--- config.mk ---
export PLATFORM = sky130hd
export DESIGN_NAME = bcd_add_seq
export DESIGN_NICKNAME = d
export VERILOG_FILES = /design/src/rtl/bcd_pkg.sv /design/src/rtl/bcd_digit_add.sv /design/src/rtl/bcd_add_seq.sv
export SDC_FILE = /design/constraint.sdc
export NUM_CORES = 1
export LEC_CHECK = 0
export ABC_CLOCK_PERIOD_IN_PS = 5400
export BUFFER_PORTS_ARGS = -buffer_cell sky130_fd_sc_hd__buf_2
export CORE_MARGIN = 2
export CORE_UTILIZATION = 60
export CTS_BUF_LIST = sky130_fd_sc_hd__clkbuf_8
export DETAILED_ROUTE_END_ITERATION = 8
export PLACE_DENSITY = 0.85
export SYNTH_ARGS = -nofsm -noshare
export SYNTH_HDL_FRONTEND = slang
export SYNTH_SLANG_ARGS = --single-unit
--- constraint.sdc ---
create_clock -name clk -period 5.4 [get_ports clk]
set_clock_uncertainty 0.15 [all_clocks]
set_input_delay 0.54 -clock clk [delete_from_list [all_inputs] [get_ports clk]]
set_output_delay 0.54 -clock clk [all_outputs]
set_load 0.1 [all_outputs]
--- src/rtl/bcd_pkg.sv ---
// Shared types and constants for the digit-serial BCD adder.
package bcd_pkg;

    typedef enum logic [1:0] {
        IDLE,
        CHECK,
        ADD,
        DONE
    } state_e;

    localparam int         BCD_W   = 4;
    localparam logic [3:0] BCD_MAX = 4'd9;
    localparam logic [3:0] BCD_ADJ = 4'd6;

    function automatic logic digit_ok(input logic [BCD_W-1:0] d);
        return d <= BCD_MAX;
    endfunction

endpackage

--- src/rtl/bcd_digit_add.sv ---
// Single-digit BCD adder, shared across all digit positions.
module bcd_digit_add
    import bcd_pkg::*;
(
    input  logic [3:0] a,
    input  logic [3:0] b,
    input  logic       ci,
    output logic [3:0] s,
    output logic       co
);

    logic [4:0] t;

    always_comb begin
        t = {1'b0, a} + {1'b0, b} + {4'b0000, ci};
        if (t > {1'b0, BCD_MAX}) begin
            s  = t[3:0] + BCD_ADJ;
            co = 1'b1;
        end else begin
            s  = t[3:0];
            co = 1'b0;
        end
    end

endmodule

--- src/rtl/bcd_add_seq.sv ---
// Digit-serial BCD addition controller with operand validation.
// Optional BCD_ADD_SEQ_ERRIDX_EN adds err_idx_a/err_idx_b outputs.
module bcd_add_seq
    import bcd_pkg::*;
#(
    parameter  int NDIGITS = 4,
    localparam int IDXW    = (NDIGITS > 1) ? $clog2(NDIGITS) : 1,
    localparam int W       = BCD_W * NDIGITS
) (
    input  logic            clk,
    input  logic            rst_n,
    input  logic            in_valid,
    output logic            in_ready,
    input  logic [W-1:0]    op_a,
    input  logic [W-1:0]    op_b,
    input  logic            cin,
    output logic            out_valid,
    input  logic            out_ready,
    output logic [W-1:0]    sum,
    output logic            cout,
    output logic            err_a,
    output logic            err_b,
`ifdef BCD_ADD_SEQ_ERRIDX_EN
    output logic [IDXW-1:0] err_idx_a,
    output logic [IDXW-1:0] err_idx_b,
`endif
    output logic            busy
);

    localparam logic [IDXW-1:0] LAST = IDXW'(NDIGITS - 1);

    state_e            state_q;
    logic [W-1:0]      a_q;
    logic [W-1:0]      b_q;
    logic [IDXW-1:0]   idx_q;
    logic              carry_q;
    logic [W-1:0]      sum_q;
    logic              cout_q;
    logic              err_a_q;
    logic              err_b_q;
    logic              out_valid_q;
    logic              in_ready_q;
    logic              busy_q;

    logic [NDIGITS-1:0] bad_a;
    logic [NDIGITS-1:0] bad_b;
    logic [3:0]         dig_a;
    logic [3:0]         dig_b;
    logic [3:0]         dig_s;
    logic               dig_co;

    always_comb begin
        bad_a = '0;
        bad_b = '0;
        for (int i = 0; i < NDIGITS; i++) begin
            bad_a[i] = !digit_ok(a_q[i*BCD_W +: BCD_W]);
            bad_b[i] = !digit_ok(b_q[i*BCD_W +: BCD_W]);
        end
    end

    assign dig_a = a_q[int'(idx_q)*BCD_W +: BCD_W];
    assign dig_b = b_q[int'(idx_q)*BCD_W +: BCD_W];

    bcd_digit_add u_dig (
        .a  (dig_a),
        .b  (dig_b),
        .ci (carry_q),
        .s  (dig_s),
        .co (dig_co)
    );

`ifdef BCD_ADD_SEQ_ERRIDX_EN
    logic [IDXW-1:0] eia_d;
    logic [IDXW-1:0] eib_d;
    logic [IDXW-1:0] eia_q;
    logic [IDXW-1:0] eib_q;

    // Scan downward so the lowest offending index wins.
    always_comb begin
        eia_d = '0;
        eib_d = '0;
        for (int i = NDIGITS - 1; i >= 0; i--) begin
            if (bad_a[i]) eia_d = IDXW'(i);
            if (bad_b[i]) eib_d = IDXW'(i);
        end
    end

    always_ff @(posedge clk or negedge rst_n) begin
        if (!rst_n) begin
            eia_q <= '0;
            eib_q <= '0;
        end else if (state_q == CHECK) begin
            eia_q <= eia_d;
            eib_q <= eib_d;
        end
    end

    assign err_idx_a = eia_q;
    assign err_idx_b = eib_q;
`endif

    always_ff @(posedge clk or negedge rst_n) begin
        if (!rst_n) begin
            state_q     <= IDLE;
            a_q         <= '0;
            b_q         <= '0;
            idx_q       <= '0;
            carry_q     <= 1'b0;
            sum_q       <= '0;
            cout_q      <= 1'b0;
            err_a_q     <= 1'b0;
            err_b_q     <= 1'b0;
            out_valid_q <= 1'b0;
            in_ready_q  <= 1'b0;
            busy_q      <= 1'b0;
        end else begin
            unique case (state_q)
                IDLE: begin
                    out_valid_q <= 1'b0;
                    if (in_valid && in_ready_q) begin
                        a_q        <= op_a;
                        b_q        <= op_b;
                        carry_q    <= cin;
                        in_ready_q <= 1'b0;
                        busy_q     <= 1'b1;
                        state_q    <= CHECK;
                    end else begin
                        in_ready_q <= 1'b1;
                    end
                end
                CHECK: begin
                    if (|bad_a || |bad_b) begin
                        err_a_q <= |bad_a;
                        err_b_q <= |bad_b;
                        sum_q   <= '0;
                        cout_q  <= 1'b0;
                        state_q <= DONE;
                    end else begin
                        err_a_q <= 1'b0;
                        err_b_q <= 1'b0;
                        idx_q   <= '0;
                        state_q <= ADD;
                    end
                end
                ADD: begin
                    sum_q[int'(idx_q)*BCD_W +: BCD_W] <= dig_s;
                    carry_q <= dig_co;
                    if (idx_q == LAST) begin
                        cout_q  <= dig_co;
                        state_q <= DONE;
                    end else begin
                        idx_q <= idx_q + IDXW'(1);
                    end
                end
                DONE: begin
                    // Result becomes visible one cycle after entering DONE.
                    if (!out_valid_q) begin
                        out_valid_q <= 1'b1;
                    end else if (out_ready) begin
                        out_valid_q <= 1'b0;
                        in_ready_q  <= 1'b1;
                        busy_q      <= 1'b0;
                        state_q     <= IDLE;
                    end
                end
                default: state_q <= IDLE;
            endcase
        end
    end

    assign in_ready  = in_ready_q;
    assign out_valid = out_valid_q;
    assign sum       = sum_q;
    assign cout      = cout_q;
    assign err_a     = err_a_q;
    assign err_b     = err_b_q;
    assign busy      = busy_q;

endmodule

* Word level (Yosys, flattened, before mapping)
Cells that the tools add are included.
** Word-level totals
- Register bits after elaboration :: 59
- Bits of input ports :: 37
- Output and inout bits :: 22
- Word-level logic and storage cells :: 97
** Operators by class
- Add/sub/neg operators :: 5
- Magnitude comparators :: 9
- Equality and inequality tests :: 11
- Shift operators :: 4
- Muxes and demuxes :: 32
- Reduce and logical (&&, ||, !) cells :: 24
** Operator list (number)
- 4-bit negation with 33-bit output :: 1
- 4-bit by 33-bit variable shift with 16-bit output (first input constant) :: 1
- 4-bit by 33-bit variable part select with 16-bit output :: 1
- 4-bit <= comparator (second input constant) :: 8
- 16-bit case mux with 2 select lines :: 1
- 16-bit by 5-bit variable part select with 4-bit output :: 2
- 16-bit bitwise mux :: 1
- 16-bit 2-to-1 mux :: 1
- 1-bit 2-to-1 mux :: 15
- 2-bit != test (second input constant) :: 7
- 2-bit 2-to-1 mux :: 6
- 1-bit case mux with 2 select lines :: 5
- 3-bit AND reduction :: 3
- 1-bit logical NOT :: 8
- 2-bit case mux with 4 select lines :: 1
- 4-bit AND reduction :: 2
- 4-bit OR reduction :: 2
- 2-bit == test (second input constant) :: 3
- 2-bit AND reduction :: 3
- 2-bit nonzero test :: 3
- 4-bit by 4-bit adder with 5-bit output :: 1
- 5-bit by 1-bit adder with 5-bit output :: 1
- 5-bit by 4-bit > comparator with 1-bit output (second input constant) :: 1
- 4-bit by 3-bit adder with 4-bit output (second input constant) :: 1
- 7 further kinds :: 7

* Depth between registers and ports, before layout
Gate-level depths: netlist of the first run.
- Word-level depth :: 8
- Gate-level depth with buffers :: 11
- Gate-level depth less buffers :: 10

* Modules after synthesis
From an unflattened synthesis of the first run, not the netlist that was laid out.
** Unflattened totals
- Cell total of the unflattened synthesis :: 255
- Area, all modules :: 3076.7 µm²
** Modules (own cells, without submodules)
- bcd_add_seq :: instances 1, cells each 233, area each 2865.2 µm²
- bcd_digit_add :: instances 1, cells each 22, area each 211.5 µm²

* Worst setup path before layout of the first run
No wires, ideal clock.
- Path type :: register to register
- From :: register idx_q[0]
- To :: register sum_q[5] (netlist: sum[5])
- Library setup time :: 0.110 ns
- Arrival time :: 3.319 ns
- Path slack :: 1.820 ns
- Stages on the path, launching flop included :: 12
- Buffers on the path :: 1
- Cell sequence :: dfrtp_1 > buf_2 > mux4_2 > fa_1 > fa_1 > xor2_2 > inv_2 > ha_1 > o2bb2ai_1 > a21oi_2 > o311ai_2 > o41ai_1
** Between the ends
- Cells in the longest elaborated chain, start to end :: 8
- Elaborated cells between the ends (all ways) :: 12
** RTL lines
- from (decl) :: RTL line bcd_add_seq.sv:35 : logic [IDXW-1:0] idx_q;
- from (signal assigned) :: RTL line bcd_add_seq.sv:152 : idx_q <= idx_q + IDXW'(1);
- 16-bit by 5-bit variable part select with 4-bit output, on equally long branches :: RTL line bcd_add_seq.sv:61, bcd_add_seq.sv:62
- 4-bit by 4-bit adder with 5-bit output :: RTL line bcd_digit_add.sv:15 : t = {1'b0, a} + {1'b0, b} + {4'b0000, ci};
- 5-bit by 1-bit adder with 5-bit output :: RTL line bcd_digit_add.sv:15
- 4-bit by 3-bit adder with 4-bit output or 5-bit by 4-bit > comparator with 1-bit output (tied branches) :: RTL line bcd_digit_add.sv:17, bcd_digit_add.sv:16
- 4-bit 2-to-1 mux :: RTL line bcd_digit_add.sv:16 : if (t > {1'b0, BCD_MAX}) begin
- 4-bit by 33-bit variable part select with 16-bit output :: RTL line bcd_add_seq.sv:146 : sum_q[int'(idx_q)*BCD_W +: BCD_W] <= dig_s;
- 16-bit bitwise mux (*) :: RTL line bcd_add_seq.sv:146
- 16-bit case mux with 2 select lines (*) :: RTL line bcd_add_seq.sv:117 : unique case (state_q)
- to (signal, indexed assignment) :: RTL line bcd_add_seq.sv:146
- to (decl) :: RTL line bcd_add_seq.sv:37 : logic [W-1:0] sum_q;
Mark *: on every way between the ends. The rest lies on a longest branch, timed or not.
A chain may end at the register's enable or synchronous reset.

* Worst setup path after layout of the first run
- From :: register idx_q[0]
- To :: register sum_q[7] (netlist: sum[7])
Same word-level chain as after synthesis.

==> metrics.log, run 1 <==
INFO  metric outcome = completed
INFO  metric most_frequent_cell_after_synthesis = dfrtp_1
INFO  metric place_congestion = 0.8668
INFO  metric die_footprint = 5796 µm²
INFO  metric grt_use_total = 25.73%
INFO  metric postLayoutSetupSlackWorst = 1240 ps
INFO  metric synth_area = 3122 µm²
INFO  metric antenna_violating_nets_post_route = 0
INFO  metric report.final.hold_viol_count = 0
INFO  metric holdBufCountCts = 0
INFO  metric number_of_enable_type_register_cells_in_the_synthesized_netlist = 0
INFO  metric routed_wire_per_std_cell = ~17 µm
INFO  metric clk_pin_slew = 60 ps
INFO  metric totalWireLength = 6926 µm
INFO  metric grt_pass1_vias = 2,425
INFO  metric clock-root-buffer = clkbuf_8
INFO  metric worst-setup-path-type = flop to flop
INFO  metric critical_path_required = about 5500 ps
INFO  metric grt_setup_unrepaired = no
INFO  metric layout_cells_sized_above_1 = 32.83%
INFO  metric drt_iter0_drc = 171
INFO  metric ys_top_cells_by_area = dfrtp_1 (47%), mux2_1 (7.9%), mux4_2 (5.8%)
INFO  metric ys_dominant_reg_cell = dfrtp_1
INFO  metric syn-num-nets = 315
INFO  metric startpoint_type = flop
INFO  metric critical_path.max_fanout = 15
INFO  metric clock_insertion_delay_at_the_later_pin_of_the_skew_report = 350 ps
INFO  metric core = 5075 µm²
INFO  metric cts_num_sinks = 59
INFO  metric pre_cts_slack = 1442 ps
INFO  metric synth_cells = 264
INFO  metric area.growth.synth_to_final = 16.99%
INFO  metric period_needed = 4160 ps
INFO  metric seq_area_frac_synth = 47.29%
INFO  metric cts-buffers-inserted = 9
INFO  metric num-fill-cells = 385
INFO  metric setup_tns = 0 ps
INFO  metric min-delay-path-class = primary input to async pin
INFO  metric cap_viol_max_count = 0
INFO  metric finish.net_count = around 380
INFO  metric cp-end-kind = flop
INFO  metric ff_latch_area = 1476 µm²
INFO  metric grt_overflow_total = 0
INFO  metric synth_commonest_cells = dfrtp_1 (59), o21ai_1 (27), mux2_1 (22)
INFO  metric vias_per_cell = slightly below 6
INFO  metric first_pass_grt_wire_length = 11,540 µm
INFO  metric setup_violations = 0
INFO  metric tightest_slew = 831.5 ps
INFO  metric cts.htree.levels = 3
INFO  metric die_h = 76.13 µm
INFO  metric postSynth.asyncResetShare = 100.0%
INFO  metric cts_tree = built
INFO  metric detailedPlacementHpwl = 4895 µm
INFO  metric drc = 0
INFO  metric number_of_antenna_violations_at_the_first_check_in_global_routing = 0
INFO  metric synth-warning-count = 0
INFO  metric yosysUniqueCellTypes = 55
INFO  metric syn_area_per_cell = 11.82 µm²
INFO  metric drt-pass1-iter-count = 4
INFO  metric cts_setup_buffers = 0
INFO  metric slew_headroom = between 40% and 50%
INFO  metric grt_start_max_net_pins = 60
INFO  metric final_util = 71.97%
INFO  metric report.final.slew_viol_count = 0
INFO  metric synth_top_area_cell = dfrtp_1
INFO  metric buffer_depth_of_the_longest_clock_path = 2
INFO  metric yosysTopAreaCellShare = 47.29%
INFO  metric postSynthRegisterBits = 59
INFO  metric initial_core_util = 61.51%
INFO  metric vias = roughly 2,400
INFO  metric placement.io_buffers = 58
INFO  metric multiInputGateArea = 1568 µm²
INFO  metric final.period_utilization = about 77%
INFO  metric fmax = about 240 MHz
INFO  metric n_antenna_cell = 0
INFO  metric std_cell_rows = 26
INFO  metric fp.dieW = about 76 µm
INFO  metric num_ports = 59
INFO  metric cts_repair_resize_count = 0
INFO  metric critical_path_arrival = 4210 ps
final cells by class:
type	count	area share (%)
clock buffers	10	3.768
clock inverters	4	1.199
inverters	9	0.9250
multi-input cells	187	42.93
flip-flops and latches	59	40.42
well taps	70	2.398
repair buffers	60	8.359
final timing paths:
check / slack (ps) / from / cells past startpoint / end
worst max-delay path: 1240 / idx_q[0] / 9 / sum[7]
max in group asynchronous: 4440 / rst_n / 2 / in_ready
worst max register to register: 1240 / idx_q[0] / 9 / sum[7]
min in group clk: 250 / op_b[4] / 2 / b_q[4]
worst min register to register: 330 / sum[6] / 2 / sum[6]
worst min-delay path: 190 / rst_n / 2 / a_q[5]
flip-flops by register name (all words and copies together), names as in the netlist:
| register | cells |
|---|---|
| busy | 1 |
| sum | 16 |
| err_b | 1 |
| state_q | 2 |
| cout | 1 |
| carry_q | 1 |
| in_ready | 1 |
| err_a | 1 |
| idx_q | 2 |
| out_valid | 1 |
| a_q | 16 |
| b_q | 16 |
per-layer routing:
| layer | routed length, µm | vias up | GRT usage, % | share of wire (%) |
|---|---|---|---|---|
| met1 | 2922 | 1170 | 30.93 | 42 |
| met5 | 0 | - | 0 | 0 |
| met3 | 429 | 20 | 7.346 | 6.2 |
| li1 | - | 1118 | - | - |
| met2 | 3408 | 72 | 42.32 | 49 |
| met4 | 166 | 0 | 13.64 | 2.4 |
critical path, cell delays in order, from the launching register on:
cell and delay [ps]:
dfrtp_1 780, mux4_2 600, fa_1 470, fa_1 460
xor2_2 260, inv_2 70, ha_1 250, a2111oi_0 560
o21bai_2 290, o41ai_1 110
through the flow:
step | cell area (µm²) | instances | hold WS (ps)
after floorplan | 3122 | 264 | 94.41
after detailed placement | 3471 | 385 | 318.9
after CTS | 3652 | 399 | 215.0
after global placement | 3471 | 385 | 313.2
after global routing | 3652 | 399 | 252.0
final | 3652 | 399 | 191.9
cell usage in the layout (no fill, tap or decap), types with 3 or more instances in the layout:
master / count
a21oi_1: 6
buf_2: 58
clkbuf_8: 10
dfrtp_1: 59
ha_1: 12
inv_1: 9
mux2_1: 22
mux2_2: 10
mux4_2: 8
nand2_1: 19
nand2b_1: 4
nand3_1: 8
nand4_1: 3
nor2_1: 13
o21ai_0: 4
o21ai_1: 27
o31ai_1: 5
o41ai_1: 4
kinds of logic after synthesis:
| family | share of synthesized area (%) |
|---|---|
| adder cells (fa/ha/maj) | 6.092 |
| AO/OA/AOI/OAI | 15.71 |
| multiplexers | 17.64 |
| XOR/XNOR | 0.5212 |
| buffers and inverters | 2.485 |
| AND/OR/NAND/NOR | 10.26 |
| flip-flops | 47.29 |
Power of run 1 is not shown: default switching activity piles up to over one toggle a cycle in this logic, so the estimate is an artifact.
==> inputs of run 2 (changes only) <==
Settings changed: ABC_CLOCK_PERIOD_IN_PS 5400 to 3350, CORE_UTILIZATION 60 to 52, PLACE_DENSITY 0.85 to 0.79.
Clock period 5.4 ns to 3.35 ns, I/O delays scaled along.
==> run 2 against run 1 <==
  * Hold slack got worse by 200 ps
  * Highest routed layer unchanged
  * Setup slack worse by 1100 ps
  * Cell count up 3.3%
  * Via count fell by 1.4%
  * Count of clock-buffer cells in the layout decreased by 1
  * Global-route usage fell by 3.4 points
  * The run now ends with negative hold slack left
  * Maximum frequency rose by 29%
  * Critical path depth down 1
  * Final area is 4.2% higher
  * First-iteration DRC count is 16% lower
  * Sequential cell count did not move
==> metrics.log, run 2 (synthesized netlist as in run 1, its figures left out) <==
INFO  metric outcome = finished with violations
INFO  metric violations = negative hold slack
INFO  metric critPathSlowestCell = fa_2
INFO  metric die_h = 81.48 µm
INFO  metric final_cell_mix = dfrtp_1 (58), buf_2 (58), o21ai_1 (27), mux2_1 (22), nand2_1 (19)
INFO  metric clk_pin_slew = approximately 70 ps
INFO  metric slew_headroom = 34.25%
INFO  metric period_needed = 3222 ps
INFO  metric totalWireLength = 6821 µm
INFO  metric critical_path.max_fanout = 4
INFO  metric cts.htree.levels = 3
INFO  metric routed_wire_per_std_cell = ~17 µm
INFO  metric startpoint_type = flop
INFO  metric num_ports = 59
INFO  metric hold-worst-slack = -9.122 ps
INFO  metric std_cell_rows = 28
INFO  metric initial_core_util = 53.36%
INFO  metric final.period_utilization = 96.17%
INFO  metric min-delay-path-class = primary input to async pin
INFO  metric clock_insertion_delay_at_the_later_pin_of_the_skew_report = between 300 and 400 ps
INFO  metric timing.critical_path.cells = mux4_2 -> fa_2 -> fa_2 -> nand2b_2 -> nor2_1 -> a2111oi_2 -> o21bai_4 -> o41ai_1
INFO  metric antenna_violating_nets_post_route = 0
INFO  metric cts-buffers-inserted = 9
INFO  metric place_congestion = 0.9078
INFO  metric fmax = 310.4 MHz
INFO  metric report.final.hold_viol_count = 7
INFO  metric drc = 0
INFO  metric core = 5851 µm²
INFO  metric slowest_delay = 610 ps
INFO  metric cp-end-kind = flop
INFO  metric placement.io_buffers = a little under 60
INFO  metric n_antenna_cell = 0
INFO  metric die_footprint = between 6000 and 7000 µm²
INFO  metric drt_iter0_drc = ~140
INFO  metric cts_num_sinks = 59
INFO  metric number_of_antenna_violations_at_the_first_check_in_global_routing = 0
INFO  metric cap_viol_max_count = 0
INFO  metric tightest_slew = about 1000 ps
INFO  metric buffer_depth_of_the_longest_clock_path = 2
INFO  metric vias_per_cell = 5.694
INFO  metric layout_cells_sized_above_1 = 37.69%
INFO  metric critical-path-top-cell-by-count = fa_2
INFO  metric finish.net_count = 383
INFO  metric detailedPlacementHpwl = 4874 µm
INFO  metric dpl-instance-area = 3505 µm²
INFO  metric critical_path_arrival = 3280 ps
INFO  metric fp.dieW = between 80 and 90 µm
INFO  metric clock-root-buffer = clkbuf_8
INFO  metric grt_overflow_total = 0
INFO  metric vias = 2,346
INFO  metric cts_tree = built
INFO  metric grt_pass1_vias = 2,256
INFO  metric setup_violations = 0
INFO  metric worst-setup-path-type = flop to flop
INFO  metric grt_use_total = 22.33%
INFO  metric critical_path_required = around 3400 ps
INFO  metric holdBufCountCts = 0
INFO  metric grt_start_max_net_pins = 47
INFO  metric first_pass_grt_wire_length = 10,990 µm
INFO  metric area.growth.synth_to_final = 21.96%
INFO  metric drt-pass1-iter-count = 4
INFO  metric report.final.slew_viol_count = 0
INFO  metric postLayoutCellArea = about 3800 µm²
[run 2: cell types whose count changed in the layout (fill, tap and decap cells not counted), sizes merged]
cell / change
bufinv: +1
clkinv: +2
buf: +6
clkbuf: -1
[run 2: timing repair]
item / CTS / global route
gates resized for setup: 1 / 11
buffers inserted: 0 / 3
endpoints found under the setup margin: 2 / 13
pin swaps: 1 / 6
[run 2: cell type report]
class,count,area [µm²]
Clock inverter,7,100.1
Clock buffer,9,123.9
Multi-Input combinational cell,187,1628
Fill cell,429,2043
Timing Repair Buffer,66,350.3
Tap cell,75,93.84
Inverter,9,33.78
Sequential cell,59,1478
[run 2: critical path: cells and delay by family (launching register included)]
kind                     cells  cell delay [ps]
AO/OA/AOI/OAI                3              700
AND/OR/NAND/NOR              2              270
adder cells (fa/ha/maj)      2             1010
multiplexers                 1              530
flip-flops                   1              400
[run 2: path summary, 6_finish.rpt]
path,start,slack [ps],cells past startpoint,endpoint
max in group asynchronous,rst_n,2350,2,a_q[15]
max,idx_q[0],130,8,sum[7]
max reg2reg,idx_q[0],130,8,sum[7]
min reg2reg,sum[11],320,2,sum[11]
min in group clk,op_b[8],40,2,b_q[8]
min,rst_n,-9,1,sum[11]
[run 2: metrics by stage]
step | cells | TNS [ps] | setup slack (ps) | utilization (%)
3_3_place_gp | 393 | 0 | 139.1 | 59.90
4_1_cts | 409 | 0 | 9.414 | 63.92
3_5_place_dp | 393 | -17.44 | -14.78 | 59.90
5_1_grt | 412 | -17.49 | -14.60 | 65.08
6_report | 412 | 0 | 128.4 | 65.08
2_1_floorplan | 264 | 0 | 31.30 | -
[run 2: layer usage]
| layer | GRT usage, % | share of wire [%] |
|---|---|---|
| met1 | 30.28 | 45 |
| met2 | 34.43 | 48 |
| met3 | 4.945 | 4.6 |
| met4 | 10.17 | 2.2 |
| met5 | 0 | 0 |
Power of run 2 is left out for the same reason.
